[config.mk]
export PLATFORM = sky130hd
export DESIGN_NAME = approx_error_monitor_flat
export DESIGN_NICKNAME = d
export VERILOG_FILES = /design/src/rtl/approx_error_monitor_if.sv /design/src/rtl/approx_error_monitor.sv /design/src/flat_wrapper.sv
export SDC_FILE = /design/constraint.sdc
export NUM_CORES = 1
export LEC_CHECK = 0
export CORE_MARGIN = 2
export CORE_UTILIZATION = 55
export CTS_CLUSTER_DIAMETER = 120
export DETAILED_ROUTE_END_ITERATION = 10
export PLACE_DENSITY = 0.8
export RECOVER_POWER = 25
export REMOVE_ABC_BUFFERS = 1
export SYNTH_ARGS = -nofsm -noshare
export SYNTH_HDL_FRONTEND = slang
export SYNTH_SLANG_ARGS = --single-unit
[constraint.sdc]
create_clock -name clk -period 10.5 [get_ports clk]
set_clock_uncertainty 0.05 [all_clocks]
set_input_delay 3.15 -clock clk [delete_from_list [all_inputs] [get_ports clk]]
set_output_delay 3.15 -clock clk [all_outputs]
set_load 0.02 [all_outputs]
[src/rtl/approx_error_monitor_if.sv]
// Sample/handshake/statistics bundle between a stimulus source and the
// approximate-adder error monitor.
interface approx_error_monitor_if #(
    parameter int N  = 16,
    parameter int CW = 16
);
    logic              start;
    logic [CW-1:0]     num_samples;
    logic              in_valid;
    logic              in_ready;
    logic [N-1:0]      op_a;
    logic [N-1:0]      op_b;
    logic [N-1:0]      approx_sum;
    logic              busy;
    logic              done;
    logic [CW-1:0]     err_count;
    logic [N+CW:0]     sum_ed;
    logic [N:0]        max_ed;

    modport master (
        output start, num_samples, in_valid, op_a, op_b, approx_sum,
        input  in_ready, busy, done, err_count, sum_ed, max_ed
    );

    modport slave (
        input  start, num_samples, in_valid, op_a, op_b, approx_sum,
        output in_ready, busy, done, err_count, sum_ed, max_ed
    );
endinterface

[src/rtl/approx_error_monitor.sv]
// Measures error distance of an N-bit approximate adder against the exact
// (N+1)-bit sum over a run of samples; two-stage pipeline, Moore control.
module approx_error_monitor #(
    parameter int N  = 16,
    parameter int CW = 16
) (
    input  logic                    clk,
    input  logic                    rst_n,
    approx_error_monitor_if.slave   bus
);
    localparam int EW = N + 1;
    localparam int SW = N + 1 + CW;

    typedef enum logic [1:0] {
        IDLE  = 2'd0,
        RUN   = 2'd1,
        DRAIN = 2'd2,
        DONE  = 2'd3
    } state_t;

    state_t          state_reg, state_next;

    logic [CW-1:0]   num_reg;
    logic [CW-1:0]   acc_cnt_reg;
    logic [CW-1:0]   ret_cnt_reg;

    logic            s1_valid_reg;
    logic [N-1:0]    s1_a_reg;
    logic [N-1:0]    s1_b_reg;
    logic [N-1:0]    s1_approx_reg;

    logic [CW-1:0]   err_count_reg;
    logic [SW-1:0]   sum_ed_reg;
    logic [EW-1:0]   max_ed_reg;

    logic            start_run;
    logic            in_ready_int;
    logic            accept;
    logic [EW-1:0]   exact_sum;
    logic [EW-1:0]   approx_ext;
    logic [EW-1:0]   ed;

    assign start_run    = (state_reg == IDLE) && bus.start;
    assign in_ready_int = (state_reg == RUN) && (acc_cnt_reg < num_reg);
    assign accept       = bus.in_valid && in_ready_int;

    always_ff @(posedge clk) begin
        if (!rst_n) begin
            state_reg <= IDLE;
        end else begin
            state_reg <= state_next;
        end
    end

    // RUN leaves only once every requested sample has been accepted; DRAIN
    // waits for the pipeline to retire them so the statistics are final at DONE.
    always_comb begin
        state_next = state_reg;
        unique case (state_reg)
            IDLE:    if (bus.start)                 state_next = RUN;
            RUN:     if (acc_cnt_reg == num_reg)    state_next = DRAIN;
            DRAIN:   if (ret_cnt_reg == num_reg)    state_next = DONE;
            DONE:                                   state_next = IDLE;
            default:                                state_next = IDLE;
        endcase
    end

    always_ff @(posedge clk) begin
        if (!rst_n) begin
            num_reg     <= '0;
            acc_cnt_reg <= '0;
            ret_cnt_reg <= '0;
        end else if (start_run) begin
            num_reg     <= bus.num_samples;
            acc_cnt_reg <= '0;
            ret_cnt_reg <= '0;
        end else begin
            if (accept) begin
                acc_cnt_reg <= acc_cnt_reg + CW'(1);
            end
            if (s1_valid_reg) begin
                ret_cnt_reg <= ret_cnt_reg + CW'(1);
            end
        end
    end

    // Stage 1: capture the sample so callers need not hold inputs.
    always_ff @(posedge clk) begin
        if (!rst_n) begin
            s1_valid_reg  <= 1'b0;
            s1_a_reg      <= '0;
            s1_b_reg      <= '0;
            s1_approx_reg <= '0;
        end else begin
            s1_valid_reg <= accept;
            if (accept) begin
                s1_a_reg      <= bus.op_a;
                s1_b_reg      <= bus.op_b;
                s1_approx_reg <= bus.approx_sum;
            end
        end
    end

    // Stage 2: error distance keeps the carry the approximate adder drops.
    assign exact_sum  = {1'b0, s1_a_reg} + {1'b0, s1_b_reg};
    assign approx_ext = {1'b0, s1_approx_reg};
    assign ed         = (exact_sum >= approx_ext) ? (exact_sum - approx_ext)
                                                  : (approx_ext - exact_sum);

    always_ff @(posedge clk) begin
        if (!rst_n) begin
            err_count_reg <= '0;
            sum_ed_reg    <= '0;
            max_ed_reg    <= '0;
        end else if (start_run) begin
            err_count_reg <= '0;
            sum_ed_reg    <= '0;
            max_ed_reg    <= '0;
        end else if (s1_valid_reg) begin
            sum_ed_reg <= sum_ed_reg + SW'(ed);
            if (ed != '0) begin
                err_count_reg <= err_count_reg + CW'(1);
            end
            if (ed > max_ed_reg) begin
                max_ed_reg <= ed;
            end
        end
    end

    assign bus.in_ready  = in_ready_int;
    assign bus.busy      = (state_reg == RUN) || (state_reg == DRAIN);
    assign bus.done      = (state_reg == DONE);
    assign bus.err_count = err_count_reg;
    assign bus.sum_ed    = sum_ed_reg;
    assign bus.max_ed    = max_ed_reg;

endmodule

[src/flat_wrapper.sv]
// flat-port wrapper written by rule: the top's interface ports become plain ports
module approx_error_monitor_flat 
#(
    parameter int N  = 16,
    parameter int CW = 16
)
  (clk, rst_n, bus_start, bus_num_samples, bus_in_valid, bus_op_a, bus_op_b, bus_approx_sum, bus_in_ready, bus_busy, bus_done, bus_err_count, bus_sum_ed, bus_max_ed);
  approx_error_monitor_if #(.N(N), .CW(CW)) bus_i ();
  input  logic clk;
  input  logic rst_n;
  input wire logic [$bits(bus_i.start)-1:0] bus_start;
  input wire logic [$bits(bus_i.num_samples)-1:0] bus_num_samples;
  input wire logic [$bits(bus_i.in_valid)-1:0] bus_in_valid;
  input wire logic [$bits(bus_i.op_a)-1:0] bus_op_a;
  input wire logic [$bits(bus_i.op_b)-1:0] bus_op_b;
  input wire logic [$bits(bus_i.approx_sum)-1:0] bus_approx_sum;
  output wire logic [$bits(bus_i.in_ready)-1:0] bus_in_ready;
  output wire logic [$bits(bus_i.busy)-1:0] bus_busy;
  output wire logic [$bits(bus_i.done)-1:0] bus_done;
  output wire logic [$bits(bus_i.err_count)-1:0] bus_err_count;
  output wire logic [$bits(bus_i.sum_ed)-1:0] bus_sum_ed;
  output wire logic [$bits(bus_i.max_ed)-1:0] bus_max_ed;
  assign bus_i.start = bus_start;
  assign bus_i.num_samples = bus_num_samples;
  assign bus_i.in_valid = bus_in_valid;
  assign bus_i.op_a = bus_op_a;
  assign bus_i.op_b = bus_op_b;
  assign bus_i.approx_sum = bus_approx_sum;
  assign bus_in_ready = bus_i.in_ready;
  assign bus_busy = bus_i.busy;
  assign bus_done = bus_i.done;
  assign bus_err_count = bus_i.err_count;
  assign bus_sum_ed = bus_i.sum_ed;
  assign bus_max_ed = bus_i.max_ed;
  approx_error_monitor #(.N(N), .CW(CW)) u_core (.clk(clk), .rst_n(rst_n), .bus(bus_i));
endmodule
Word level (Yosys, flattened, before mapping)
Cells that the tools add are included.
- register bits: 165
- bits of input ports: 68
- output and inout port bits: 69
- logic and storage cells: 45
- $add $sub $neg: 7
- $lt $le $gt $ge: 3
- equal/unequal tests: 8
- multiplexer cells: 5
- bitwise gates (word level): 1
- reduce and logical (&&, ||, !) cells: 10
- operators with widths (operator ; number):
    16-bit by 1-bit adder with 16-bit output, second input constant ; 3
    33-bit by 17-bit adder with 33-bit output ; 1
    16-bit equality test ; 2
    16-bit by 16-bit adder with 17-bit output ; 1
    17-bit by 16-bit greater-or-equal comparator with 1-bit output ; 1
    17-bit greater-than comparator ; 1
    17-bit 2-to-1 mux ; 1
    17-bit nonzero test ; 1
    16-bit by 17-bit subtractor with 17-bit output ; 1
    17-bit by 16-bit subtractor with 17-bit output ; 1
    16-bit less-than comparator ; 1
    2-bit one-hot mux with 4 select lines ; 1
    2-bit 2-to-1 mux ; 3
    2-bit equality test, second input constant ; 2
    2-bit != test, second input constant ; 2
    2-bit AND reduction ; 2
    1-bit logical AND ; 3
    3-bit AND reduction ; 1
    2-bit by 1-bit equality test with 1-bit output, second input constant ; 1
    2-bit logical NOT ; 1
    2-bit by 1-bit != test with 1-bit output, second input constant ; 1
    2-bit OR reduction ; 1
    1-bit logical OR ; 1
    1-bit inverter ; 1

Depth between registers and ports, before layout
Gate-level depths: netlist of run 1.
- word-level depth: 5
- mapped depth: 36
- gate-level depth less buffers: 34

Worst setup path after synthesis of run 1
No wires, ideal clock.
- kind: flip-flop to flip-flop
- from: reg u_core.s1_b_reg[1]
- to: reg u_core.sum_ed_reg[29], in the netlist u_core.bus.sum_ed[29]
- setup time: 0.128 ns
- data arrival time: 6.920 ns
- required time: 10.322 ns
- path slack: 3.403 ns
- cell stages (with the launch flop): 36
- path buffers: 2
- clock period less this slack: 7.097 ns
- path through: dfxtp_1 -> ha_1 -> a21o_1 -> a21oi_1 -> o21bai_1 -> a21oi_1 -> nor2b_1 -> o21a_1 -> o221ai_1 -> a211oi_1 -> o21a_1 -> or2_2 -> xor2_1 -> ha_1 -> clkbuf_1 -> or2_2 -> a21oi_1 -> a21oi_1 -> a21oi_2 -> o31ai_2 -> nor2_4 -> buf_6 -> mux2i_1 -> ha_1 -> a21o_1 -> a21oi_1 -> o21ai_0 -> o211a_1 -> a221oi_1 -> o21ai_0 -> o41a_1 -> a311oi_1 -> nor2_1 -> and2_1 -> xnor2_1 -> nor2_1
- cells in the longest elaborated chain, start to end: 4
- elaborated cells on any way between the ends: 6
- classes of those cells: add/sub (4); order compare (1); mux (1)
- ends and longest elaborated chain (what ; line ; text):
    from (decl) ; approx_error_monitor.sv:29 ; logic [N-1:0] s1_b_reg;
    from (signal assigned) ; approx_error_monitor.sv:98 ; s1_b_reg <= bus.op_b;
    16-bit by 16-bit adder with 17-bit output * ; approx_error_monitor.sv:105 ; assign exact_sum = {1'b0, s1_a_reg} + {1'b0, s1_b_reg};
    16-bit by 17-bit subtractor with 17-bit output (tied with other cells) ; approx_error_monitor.sv:108 ; : (approx_ext - exact_sum);
    17-bit 2-to-1 mux * ; approx_error_monitor.sv:107 ; assign ed = (exact_sum >= approx_ext) ? (exact_sum - approx_ext)
    named net u_core.ed[1] ; approx_error_monitor.sv:41 ; logic [EW-1:0] ed;
    33-bit by 17-bit adder with 33-bit output * ; approx_error_monitor.sv:120 ; sum_ed_reg <= sum_ed_reg + SW'(ed);
    to (signal assigned) ; approx_error_monitor.sv:120 ;
    to (decl) ; approx_error_monitor.sv:33 ; logic [SW-1:0] sum_ed_reg;
Mark *: on every way through the listed nets, which the timed path passes. The rest lies on a longest branch.
A chain may end at the register's enable or synchronous reset.

Worst setup path after layout of run 1
Ends and elaborated chain as after synthesis.

==> results of run 1 <==
## worst paths after layout
path	slack, ns	cells past startpoint	to	from
max	2.29	33	u_core.bus.sum_ed[29]	u_core.s1_b_reg[1]
min	0.41	2	u_core.s1_a_reg[10]	u_core.s1_a_reg[10]
max reg2reg	2.29	33	u_core.bus.sum_ed[29]	u_core.s1_b_reg[1]
min reg2reg	0.41	2	u_core.s1_a_reg[10]	u_core.s1_a_reg[10]
## logic make-up after synthesis
logic type,Yosys count
adders and majority gates,112
and+or+nand+nor,461
DFF,165
muxes,39
buffers and inverters,143
AOI/OAI and AO/OA,281
xor gates and xnor gates,94
## cell type report
class | count | area, sq um | share of cell area (%)
multi-input combinational | 987 | 6620 | 52.6
timing repair buffer | 144 | 1420 | 11.3
clock buffer | 18 | 439 | 3.49
clock inverter | 14 | 170 | 1.35
inverter | 89 | 334 | 2.66
tap | 234 | 293 | 2.33
sequential | 165 | 3300 | 26.3
## metal layers
layer,vias up,share of wire [%],GRT usage (%)
met5,-,0,0
met4,0,2.3,10.0
met3,42,5.0,3.97
met2,261,48,42.4
met1,4425,45,31.8
li1,4698,-,-
## cell usage after synthesis, drive strengths merged (14+ instances only)
master    n  share of area, %
a211oi   15               1.1
a21o     28               2.0
a21oi   127               6.2
and3     17               1.1
buf      14               1.0
clkbuf   40               1.4
dfxtp   165                31
ha      108                13
inv      89               3.2
mux2i    38               3.6
nand2   189               6.8
nand3    26               1.2
nand4    21               1.3
nor2    112               4.1
nor3     15              0.71
o21ai    37               1.9
or3      24               1.4
xnor2    38               3.4
xor2     56               4.7
## per-stage QoR
stage	utilization (%)	power, mW	instance area [sq um]	setup slack, ns	cells
after CTS	67.3	4.13	12600	2.39	1651
after detailed placement	64.0	3.47	12000	2.45	1619
after global routing	67.2	4.48	12600	1.63	1651
final	67.2	4.15	12600	2.29	1651
after floorplan	-	2.79	10300	3.38	1241
after global placement	64.0	3.40	12000	2.70	1619
## worst max-delay path, delay by kind of cell (launching register included)
family	cells	cell delay, ns
AOI/OAI and AO/OA	20	4.31
xor gates and xnor gates	2	0.30
adders and majority gates	3	1.04
DFF	1	0.34
muxes	1	0.50
and+or+nand+nor	7	1.52
## report_power, final
part | switching [mW] | internal, mW | leakage, nW | total (mW)
clock network | 0.275 | 0.363 | 0.290 | 0.637
logic | 1.61 | 1.16 | 3.39 | 2.77
registers | 0.0516 | 0.686 | 1.33 | 0.738
total | 1.94 | 2.21 | 5.01 | 4.15
## cell usage in the layout, fill, tap and decap left out, types with 4 or more instances in the layout
cell	n
nand2_1	188
dfxtp_1	165
clkdlybuf4s50_1	135
a21oi_1	122
nor2_1	111
ha_1	108
inv_1	88
xor2_1	56
mux2i_1	38
xnor2_1	35
a21o_1	28
nand3_1	26
o21ai_0	26
or3_1	24
nand4_1	21
clkbuf_16	17
and3_1	16
nor3_1	15
a211oi_1	14
nor2b_1	13
o21a_1	11
o211ai_1	9
o21ai_1	8
a31oi_1	8
o21bai_1	8
nor4_1	8
a221oi_1	7
or4_1	7
buf_4	7
and2_1	6
clkinv_4	6
or2_2	5
a21oi_2	5
and4_1	4
nand3b_1	4
nand2b_1	4
fa_1	4
==> results_dict.tcl, run 1 <==
set metrics [dict create \
    outcome "complete, but fails checks" \
    postRouteAntennaNets 0 \
    cts_resized 0 \
    tns_ns 0 \
    fmax_mhz 122 \
    fp-row-count 50 \
    cts_buffer_depth 2 \
    cpPeakStageDelay_ns 0.60 \
    worstPathRequired_ns 10.74 \
    cts_root_buffer "clkbuf_16" \
    first_pass_iters 4 \
    num_vias 9426 \
    fp.coreArea_sq_um 18700 \
    numCtsBuffers 17 \
    power_density_nw_per_um2 330 \
    dieWidth_microns 142 \
    grt_start_max_net_pins 92 \
    hold_class "reg2reg" \
    synth-adder-area-share_pct 13.6 \
    synthMuxAreaShare_pct 3.73 \
    wl_microns 25000 \
    finalSetupViolCount 0 \
    synth_edf_count 0 \
    diodes 0 \
    yosysSeqAreaShare_pct 31.4 \
    drt_iter0_drc 547 \
    rsz0062_at_grt "no" \
    synth_seq_cells 165 \
    clk_latency_ns 0.43 \
    avgRoutedWirePerCell_microns 15.1 \
    cts_hold_buf 0 \
    fin_crit_ns 8.21 \
    drc 0 \
    holdWs_ns 0.407 \
    leakagePower_nw 5.01 \
    cp-start-kind "flop" \
    gp_congestion 0.945 \
    die_h_microns 142 \
    grtUsageTotal_pct 25.0 \
    grt_pass1_vias 8744 \
    worstSetupEndpointType "flop" \
    syn_area_sq_um 10500 \
    grt_pass1_wl_microns 41200 \
    syn_avg_cell_area_sq_um 8.11 \
    synth_compound_area_share_pct 17.1 \
    slew_viol_final 75 \
    nets 1584 \
    cp_max_fo 12 \
    drive_above_1_share_pct 5.22 \
    synth_cells 1295 \
    io_pins 137 \
    vdd_drop_max_uv 212 \
    period_share_pct 78.2 \
    synthXorXnorAreaFrac_pct 8.05 \
    cp_common_cell "a21oi_1" \
    finalHoldViolations 0 \
    critPathArrivalTime_ns 8.45 \
    clk_pin_slew_ns 0.07 \
    antenna_found_initial 0 \
    ys_warn_count 0 \
    cts_tree "done" \
    area_delta_synth_final_pct 19.7 \
    violations "capacitance limit, slew limit" \
    ys.flop_type "dfxtp_1" \
    fill_cells 1549 \
    initial_core_util_pct 56.2 \
    htree_num_levels 4 \
    crit_slowest_cell "a311oi_1" \
    synth_top_family_by_area "simple AND/OR/NAND/NOR gates" \
    port_buffers 136 \
    synthArstFlopShare_pct 0 \
    synthDistinctLibCells 69 \
    drv_cap 1 \
    worst_pin_slew_ns 3.27 \
    via_per_inst 5.71 \
    largest_reg_flops 33 \
    worstSetupPathType "reg2reg" \
    grt.overflow.total 0 \
    clock-sinks 165 \
    slew_headroom_pct -118 \
    die-area_sq_um 20200 \
    post-dp-hpwl_microns 18400 \
    postCtsSetupBuffers 0 \
    synth_simple_gate_area_share_pct 20.4 \
]
Note: power is estimated with default switching activity, not from simulation.
==> inputs of run 2 (changes only) <==
Clock period 10.5 ns to 7.7 ns, I/O delays scaled along.
==> run 2 against run 1 <==
Net effect: the run still ends with capacitance limit, slew limit left; core utilization up 0.79 points; first-iteration DRC count is 4.6% higher; critical path depth stayed put; wire length increased by 0.40%; clock-buffer cell count up 1; critical endpoint unchanged; highest routed layer unchanged.
==> results_dict.tcl, run 2 (synthesis gave the netlist of run 1 again) <==
set metrics [dict create \
    finalSetupViolCount 0 \
    grt_pass1_vias 8744 \
    nets 1594 \
    vdd_drop_max_uv 269 \
    critPathArrivalTime_ns 7.59 \
    highest_layer "met4" \
    clkPwrFrac_pct 15.1 \
    wl_met1_microns 11300 \
    cts_root_buffer "clkbuf_16" \
    drt_iter0_drc 572 \
    total_power_mw 5.85 \
    die-area_sq_um 20200 \
    area.sequential_sq_um 3300 \
    clk_latency_ns 0.44 \
    rrSetupSlack_ns 0.38 \
    grt_pass1_wl_microns 41400 \
    finalNonFillerCells 1661 \
    cp_common_cell "ha_1" \
    p_seq_share_pct 17.2 \
    whs_endpoint "u_core.s1_a_reg[15]" \
    die_h_microns 142 \
    fp-row-count 50 \
    dieWidth_microns 142 \
    period_share_pct 95.1 \
    layout_common_cells "nand2_1, dfxtp_1, clkdlybuf4s50_1" \
    clock-sinks 165 \
    drc 0 \
    worstSetupEndpointType "flop" \
    holdWs_ns 0.408 \
    cp_max_fo 8 \
    num_vias 9412 \
    dr_wl_met3_microns 1300 \
    grt.overflow.total 0 \
    via_per_inst 5.67 \
    worst_pin_slew_ns 3.23 \
    gp_congestion 0.928 \
    postRouteAntennaNets 0 \
    fp.coreArea_sq_um 18700 \
    finalHoldViolations 0 \
    worstSetupPathType "reg2reg" \
    sw_frac_of_total_pct 46.4 \
    hold_class "reg2reg" \
    p_int_mw 3.14 \
    reg2reg_depth 33 \
    fmax_mhz 137 \
    numCtsBuffers 17 \
    placed_cells 1627 \
    final_common_cell "nand2_1" \
    antenna_found_initial 0 \
    worstHoldPathCells 2 \
    wl_microns 25100 \
    cp-start-kind "flop" \
    p_comb_share_pct 67.7 \
    slew_headroom_pct -115 \
    clk_pin_slew_ns 0.07 \
    wl_met2_microns 12100 \
    first_pass_iters 5 \
    largest_reg_flops 33 \
    outcome "complete, but fails checks" \
    crit_slowest_cell "o41a_1" \
    leakagePower_nw 5.07 \
    grt_start_max_net_pins 74 \
    avgRoutedWirePerCell_microns 15.1 \
    cts_buffer_depth 2 \
    cts_tree "done" \
    port_buffers 136 \
    slew_viol_final 74 \
    min_from "u_core.s1_a_reg[15]" \
    p_switching_mw 2.71 \
    diodes 0 \
    worstPathRequired_ns 7.96 \
    r2r_end "u_core.bus.sum_ed[29]" \
    cpPeakStageDelay_ns 0.38 \
    multi_input_area_sq_um 6700 \
    fill_cells 1545 \
    initial_core_util_pct 56.2 \
    rr_startpoint "u_core.s1_b_reg[1]" \
    area_delta_synth_final_pct 21.1 \
    power_density_nw_per_um2 459 \
    violations "capacitance limit, slew limit" \
    htree_num_levels 4 \
    drive_above_1_share_pct 6.73 \
    grtUsageTotal_pct 24.9 \
    drv_cap 1 \
    post-dp-hpwl_microns 18500 \
    io_pins 137 \
    cts_hold_buf 0 \
    fin_crit_ns 7.32 \
]
[run 2: area by class of cell]
cell class                      instances  area share, %
Clock buffer                           19           3.48
Sequential cell                       165           26.0
Timing Repair Buffer                  154           11.7
Multi-Input combinational cell        987           52.6
Inverter                               89           2.63
Clock inverter                         13           1.26
Tap cell                              234           2.30
[run 2: worst max path at each step]
stage / startpoint / endpoint / cells past startpoint
after floorplan: u_core.s1_b_reg[1] / u_core.bus.sum_ed[29] / 33
after global placement: u_core.s1_b_reg[1] / u_core.bus.sum_ed[29] / 33
after detailed placement: u_core.s1_b_reg[1] / u_core.bus.sum_ed[29] / 33
after CTS: u_core.s1_b_reg[1] / u_core.bus.sum_ed[29] / 33
after global routing: u_core.s1_b_reg[1] / u_core.bus.sum_ed[29] / 33
final: u_core.s1_b_reg[1] / u_core.bus.sum_ed[29] / 33
[run 2: power groups by stage]
stage	combinational, mW	sequential, mW	clock, mW
6_report	3.96	1.01	0.881
5_1_grt	4.37	1.02	0.926
4_1_cts	3.80	1.01	0.893
3_5_place_dp	3.77	1.02	0
3_3_place_gp	3.66	1.02	0
2_1_floorplan	2.77	1.04	0
[run 2: metal layers]
metal	GRT usage, %	vias up
met3	4.31	44
met5	0	-
met1	32.4	4375
met4	6.74	0
met2	42.6	280
li1	-	4713
[run 2: through the flow]
step | utilization (%) | TNS, ns | setup slack (ns) | cell area (sq um)
finish | 68.0 | 0 | 0.376 | 12700
global route | 68.0 | -0.117 | -0.0753 | 12700
CTS | 67.6 | 0 | 0.0775 | 12600
detailed placement | 64.3 | 0 | 0.128 | 12000
global placement | 64.3 | 0 | 0.272 | 12000
floorplan | - | 0 | 0.576 | 10300
[run 2: critical path: cells and delay by family, from the launching register on]
kind / cells / cell delay, ns
AO/OA/AOI/OAI: 18 / 3.61
XOR/XNOR: 3 / 0.46
adder cells (fa/ha/maj): 3 / 0.92
buffers and inverters: 1 / 0.17
flip-flops: 1 / 0.34
multiplexers: 1 / 0.28
AND/OR/NAND/NOR: 7 / 1.32
[run 2: what timing repair did]
item,CTS,global route
gates resized for setup,1,15
setup endpoints to repair,1,16
pin swaps,0,1
buffers inserted,0,2
==> inputs of run 3 (changes only) <==
Settings changed: ABC_AREA set to 1, PLACE_DENSITY 0.8 to 0.79.
==> run 3 against run 2 <==
Net effect: the flow now finishes without violations; synthesized area increased by 12%; register-to-register slack improved by 1.0 ns; synthesized cell count increased by 37%; flip-flop and latch count is the same; combinational power rose by 19%; cell area is 9.3% higher; wire length grew 18%; via count grew 21%; clock power increased by 1%; core utilization shrank 1.9 points; hold slack improved by 0.013 ns; die area up 12%; highest routed layer unchanged.
==> results_dict.tcl, run 3 <==
set metrics [dict create \
    worstSetupPathType "reg2reg" \
    synth_simple_gate_area_share_pct 28.5 \
    drc 0 \
    sw_frac_of_total_pct 54.5 \
    nets 2069 \
    synthArstFlopShare_pct 0 \
    port_buffers 136 \
    cpPeakStageDelay_ns 0.39 \
    wl_microns 29700 \
    worstPathRequired_ns 8.03 \
    finalHoldViolations 0 \
    die-area_sq_um 22600 \
    fp.coreArea_sq_um 21000 \
    synth_top_area_cell "dfxtp_1" \
    layout_common_cells "nand2_1, inv_1, a21oi_1" \
    postCtsSetupBuffers 0 \
    synth_top_area_share_pct 28.1 \
    p_comb_share_pct 71.2 \
    slew_headroom_pct 19.5 \
    rsz0062_at_grt "no" \
    first_pass_iters 6 \
    cts_hold_buf 0 \
    final_common_cell "nand2_1" \
    htree_num_levels 4 \
    hold_class "reg2reg" \
    diodes 0 \
    cts_tree "done" \
    ys_warn_count 0 \
    period_share_pct 81.8 \
    grtUsageTotal_pct 26.7 \
    outcome "finished, final reports clean" \
    synth_edf_count 0 \
    post-route-util_pct 66.2 \
    grt.overflow.total 0 \
    clock-sinks 165 \
    yosysSeqAreaShare_pct 28.1 \
    largest_reg_flops 33 \
    synth_seq_cells 165 \
    synthTopCellsByCount "nand2_1, inv_1, a21oi_1" \
    avgRoutedWirePerCell_microns 13.6 \
    fp-row-count 53 \
    ys.flop_type "dfxtp_1" \
    syn_avg_cell_area_sq_um 6.63 \
    vdd_drop_max_uv 288 \
    grt_pass1_vias 10700 \
    p_switching_mw 3.61 \
    finalNonFillerCells 2177 \
    slew_viol_final 0 \
    finalSetupViolCount 0 \
    clkPwrFrac_pct 13.4 \
    postRouteAntennaNets 0 \
    synthDistinctLibCells 50 \
    drt_iter0_drc 706 \
    synth_compound_area_share_pct 14.9 \
    gp_congestion 0.939 \
    grt_start_max_net_pins 74 \
    cts_buffer_depth 2 \
    power_density_nw_per_um2 477 \
    synthXorXnorAreaFrac_pct 5.58 \
    grt_pass1_wl_microns 49300 \
    critPathArrivalTime_ns 6.63 \
    area_delta_synth_final_pct 18.2 \
    p_seq_share_pct 15.4 \
    tns_ns 0 \
    cp_max_fo 19 \
    worst_pin_slew_ns 1.20 \
    synth_top_family_by_area "simple AND/OR/NAND/NOR gates" \
    post-dp-hpwl_microns 22600 \
    fill_cells 1876 \
    num_vias 11400 \
    leakagePower_nw 6.41 \
    numCtsBuffers 17 \
    p_int_mw 3.01 \
    synth-adder-area-share_pct 12.2 \
    synthMuxAreaShare_pct 0 \
    dieWidth_microns 150 \
    antenna_found_initial 0 \
    crit_slowest_cell "ha_1" \
    synth_cells 1775 \
    worstSetupEndpointType "flop" \
    syn_area_sq_um 11800 \
    via_per_inst 5.24 \
    cts_root_buffer "clkbuf_16" \
    worstPathBufferInverterCount 2 \
    cp-start-kind "flop" \
    critPathTopFamily "simple AND/OR/NAND/NOR gates" \
    clk_pin_slew_ns 0.08 \
    fin_crit_ns 6.30 \
    placed_cells 2145 \
    drv_cap 0 \
    cp_common_cell "nand2_1" \
    yosys.cell_count.top_type "nand2_1" \
    holdWs_ns 0.421 \
    initial_core_util_pct 56.0 \
    drive_above_1_share_pct 5.68 \
    cts_resized 0 \
    final_area_sq_um 13900 \
    clk_latency_ns 0.44 \
    die_h_microns 150 \
    placed_area_sq_um 13300 \
    synth_area_leaders "dfxtp_1, nand2_1, ha_1" \
    fmax_mhz 159 \
    io_pins 137 \
]
==> run 3: changes by cell type in the layout (fill, tap and decap cells not counted), moves of 16 or more <==
cell and change:
nand2_1 +247, inv_1 +174, o21ai_0 +73, a21oi_1 +69, nand3_1 +68, clkdlybuf4s50_1 -39, dlygate4sd3_1 +39, mux2i_1 -36
nand2_2 +29, a21o_1 -27, or3_1 -24, nor3_1 +16
==> run 3: routing by layer <==
layer  GRT usage (%)  up-vias  routed length, microns  share of wire (%)
met2            45.3      313                   14000                 47
met3            3.52       45                    1270                4.3
met1            35.1     5123                   13800                 47
met4            8.82        0                     639                2.2
li1                -     5932                       -                  -
met5               0        -                       0                  0
==> run 3: logic make-up after synthesis <==
group / count (synthesis)
and+or+nand+nor: 776
DFF: 165
AOI/OAI and AO/OA: 328
buffers and inverters: 319
adders and majority gates: 112
xor gates and xnor gates: 75
==> run 3: layout make-up <==
| cell class | count | area [sq um] | area share [%] |
|---|---|---|---|
| Sequential cell | 165 | 3300 | 23.8 |
| Multi-Input combinational cell | 1291 | 7210 | 51.8 |
| Tap cell | 275 | 344 | 2.47 |
| Timing Repair Buffer | 145 | 1430 | 10.3 |
| Inverter | 269 | 1010 | 7.26 |
| Clock buffer | 18 | 429 | 3.09 |
| Clock inverter | 14 | 181 | 1.30 |
==> run 3: path summary, 6_finish.rpt <==
path / from / endpoint / slack, ns / cells past startpoint
setup reg to reg: u_core.s1_b_reg[2] / u_core.bus.sum_ed[23] / 1.40 / 38
hold / removal: u_core.s1_a_reg[4] / u_core.s1_a_reg[4] / 0.42 / 2
hold reg to reg: u_core.s1_a_reg[4] / u_core.s1_a_reg[4] / 0.42 / 2
setup / recovery: u_core.s1_b_reg[2] / u_core.bus.sum_ed[23] / 1.40 / 38
==> run 3: worst min-delay path, cell delays in order, from the launching register on <==
cell	delay (ns)
dfxtp_1	0.31
nand2_1	0.06
a21oi_1	0.06
==> run 3: power groups by stage <==
| stage | sequential (mW) | clock, mW | combinational, mW |
|---|---|---|---|
| final | 1.02 | 0.890 | 4.72 |
| after global routing | 1.03 | 0.939 | 5.33 |
| after CTS | 1.02 | 0.902 | 4.67 |
| after detailed placement | 1.04 | 0 | 4.63 |
| after global placement | 1.04 | 0 | 4.55 |
| after floorplan | 1.06 | 0 | 3.39 |
==> run 3: metrics by stage <==
step	power [mW]	setup slack, ns
4_1_cts	6.59	1.42
3_3_place_gp	5.58	1.76
6_report	6.63	1.40
2_1_floorplan	4.44	1.67
3_5_place_dp	5.67	1.47
5_1_grt	7.31	0.698
==> RTL edit: new RTL, settings of run 3 <==
`N` is set to 16 in 3 places; all go to 15.
--- a/src/rtl/approx_error_monitor_if.sv
+++ b/src/rtl/approx_error_monitor_if.sv
@@ -1,7 +1,7 @@
 // Sample/handshake/statistics bundle between a stimulus source and the
 // approximate-adder error monitor.
 interface approx_error_monitor_if #(
-    parameter int N  = 16,
+    parameter int N  = 15,
     parameter int CW = 16
 );
     logic              start;
--- a/src/rtl/approx_error_monitor.sv
+++ b/src/rtl/approx_error_monitor.sv
@@ -1,7 +1,7 @@
 // Measures error distance of an N-bit approximate adder against the exact
 // (N+1)-bit sum over a run of samples; two-stage pipeline, Moore control.
 module approx_error_monitor #(
-    parameter int N  = 16,
+    parameter int N  = 15,
     parameter int CW = 16
 ) (
     input  logic                    clk,
--- a/src/flat_wrapper.sv
+++ b/src/flat_wrapper.sv
@@ -1,7 +1,7 @@
 // flat-port wrapper written by rule: the top's interface ports become plain ports
 module approx_error_monitor_flat 
 #(
-    parameter int N  = 16,
+    parameter int N  = 15,
     parameter int CW = 16
 )
   (clk, rst_n, bus_start, bus_num_samples, bus_in_valid, bus_op_a, bus_op_b, bus_approx_sum, bus_in_ready, bus_busy, bus_done, bus_err_count, bus_sum_ed, bus_max_ed);
Interface: changed (5 resized); port bits go from 137 to 132. No check against the original RTL was run, so the function may have changed too.
==> RTL edit against run 3 <==
- non-clock buffer count decreased by 8
- maximum frequency increased by 0.85%
- design area decreased by 6.3%
- wire length decreased by 12%
- sequential cell count decreased by 5
- power decreased by 13%
- critical endpoint is now u_core.bus.sum_ed[24]$_SDFFE_PP0P_
- setup slack improved by 53 ps
- global-route usage decreased by 1.9 points
- area after synthesis decreased by 6.7%
==> RTL edit: results (changes against run 3) <==
Worst setup path
  – Critical Path Fanout Max: 16 (was 19)
  – Cells on worst reg2reg path: 40 (was 38)
  – Crit path arrival time: 6530 ps (was 6630 ps)
  – CP startpoint: u_core.s1_b_reg[0]$_SDFFE_PN0P_ (was u_core.s1_b_reg[2]$_SDFFE_PN0P_)
  – Critical path endpoint: u_core.bus.sum_ed[24]$_SDFFE_PP0P_ (was u_core.bus.sum_ed[23]$_SDFFE_PP0P_)
  – Critical Path Slowest Stage Cell: fa_1 (was ha_1)
  – Slowest stage delay, CP: 430 ps (was 390 ps)

Place
  – GPL Wtd Cong: 0.966 (was 0.939)
  – Dpl ws: 1530 ps (was 1470 ps)
  – Detailed placer's ending HPWL: 19600 um (was 22600 um)
  – Port bufs: 131 (was 136)

Synth
  – Sequential fraction of the synthesis area: 29.2% (was 28.1%)
  – Post-synth ARST share: 0% (unchanged)
  – Commonest cells in the netlist: 301 x nand2_1, 223 x inv_1, 176 x a21oi_1 (was 436 x nand2_1, 262 x inv_1, 188 x a21oi_1)
  – Unique masters post-synth: 54 (was 50)
  – Top cells by area, synth: dfxtp_1 29%, ha_1 12%, nand2_1 10% (was dfxtp_1 28%, nand2_1 14%, ha_1 11%)
  – Yosys reg bits: 160 (was 165)

Finish
  – Share of post-route cells with drive strength above 1: 6.36% (was 5.68%)
  – NonClk Buf Share: 10.4% (was 10.3%)
  – Max reg flops: 32 (was 33)
  – Non-clock buffer count: 137 (was 145)
  – Clkbuf count: 19 (was 18)
  – Multi-input gate area: 0.00667 mm2 (was 0.00721 mm2)
  – Fillers: 1751 (was 1876)

Timing
  – Fin Hold WS: 421 ps (about the same)
  – Period Utilization, post-route: 81.1% (was 81.8%)
  – Worst rel slew slack: 26.7% (was 19.5%)

Power and ir drop
  – Overall power: 0.00577 W (was 0.00663 W)
  – Leakage power: 5.86 nW (was 6.41 nW)
  – Peak VDD IR: 0.245 mV (was 0.288 mV)
  – Sw Ratio: 50.6% (was 54.5%)
  – Sequential Power: 0.000985 W (was 0.00102 W)

Global route
  – Vias in the first global route: 9757 (was 10684)
  – Gr usage total: 24.8% (was 26.7%)
  – Pin count of the biggest net entering global routing: 75 (was 74)

Route
  – Via density: 5.27 (was 5.24)
  – Total wire length: 26200 um (was 29700 um)

Run status
  – Status: complete, no violations (unchanged)

Min path
  – Worst hold path endpoint: u_core.s1_b_reg[5]$_SDFFE_PN0P_ (was u_core.s1_a_reg[4]$_SDFFE_PN0P_)
  – HP Start: u_core.s1_b_reg[5]$_SDFFE_PN0P_ (was u_core.s1_a_reg[4]$_SDFFE_PN0P_)
RTL edit: cell count changes in the layout (fill, tap and decap cells not counted), moves of 11 or more:
cell / run 3 / this run
o21ai_0: 98 / 110
nand2_1: 435 / 301
inv_1: 262 / 223
nand4_1: 26 / 15
a21oi_1: 188 / 176
nand3_1: 94 / 70
RTL edit: per-layer routing:
layer	track usage (%)	vias to the layer above	part of all wire (%)
li1	-	5348	-
met5	0	-	0
met1	32.7	4708	47
met4	8.28	0	1.8
met3	3.46	40	4.2
met2	42.0	251	47
RTL edit: cells by family after synthesis:
family                   after synthesis  synth area share, %
flip-flops                           160                 29.2
AO/OA/AOI/OAI                        345                 17.3
AND/OR/NAND/NOR                      614                 24.9
XOR/XNOR                              76                 6.06
buffers and inverters                276                 10.1
adder cells (fa/ha/maj)              107                 12.5
RTL edit: per-stage QoR:
step                      instances  instance area, um2
final                          1963               13000
after global routing           1963               13000
after CTS                      1963               13000
after detailed placement       1931               12400
after global placement         1931               12400
after floorplan                1529               10700
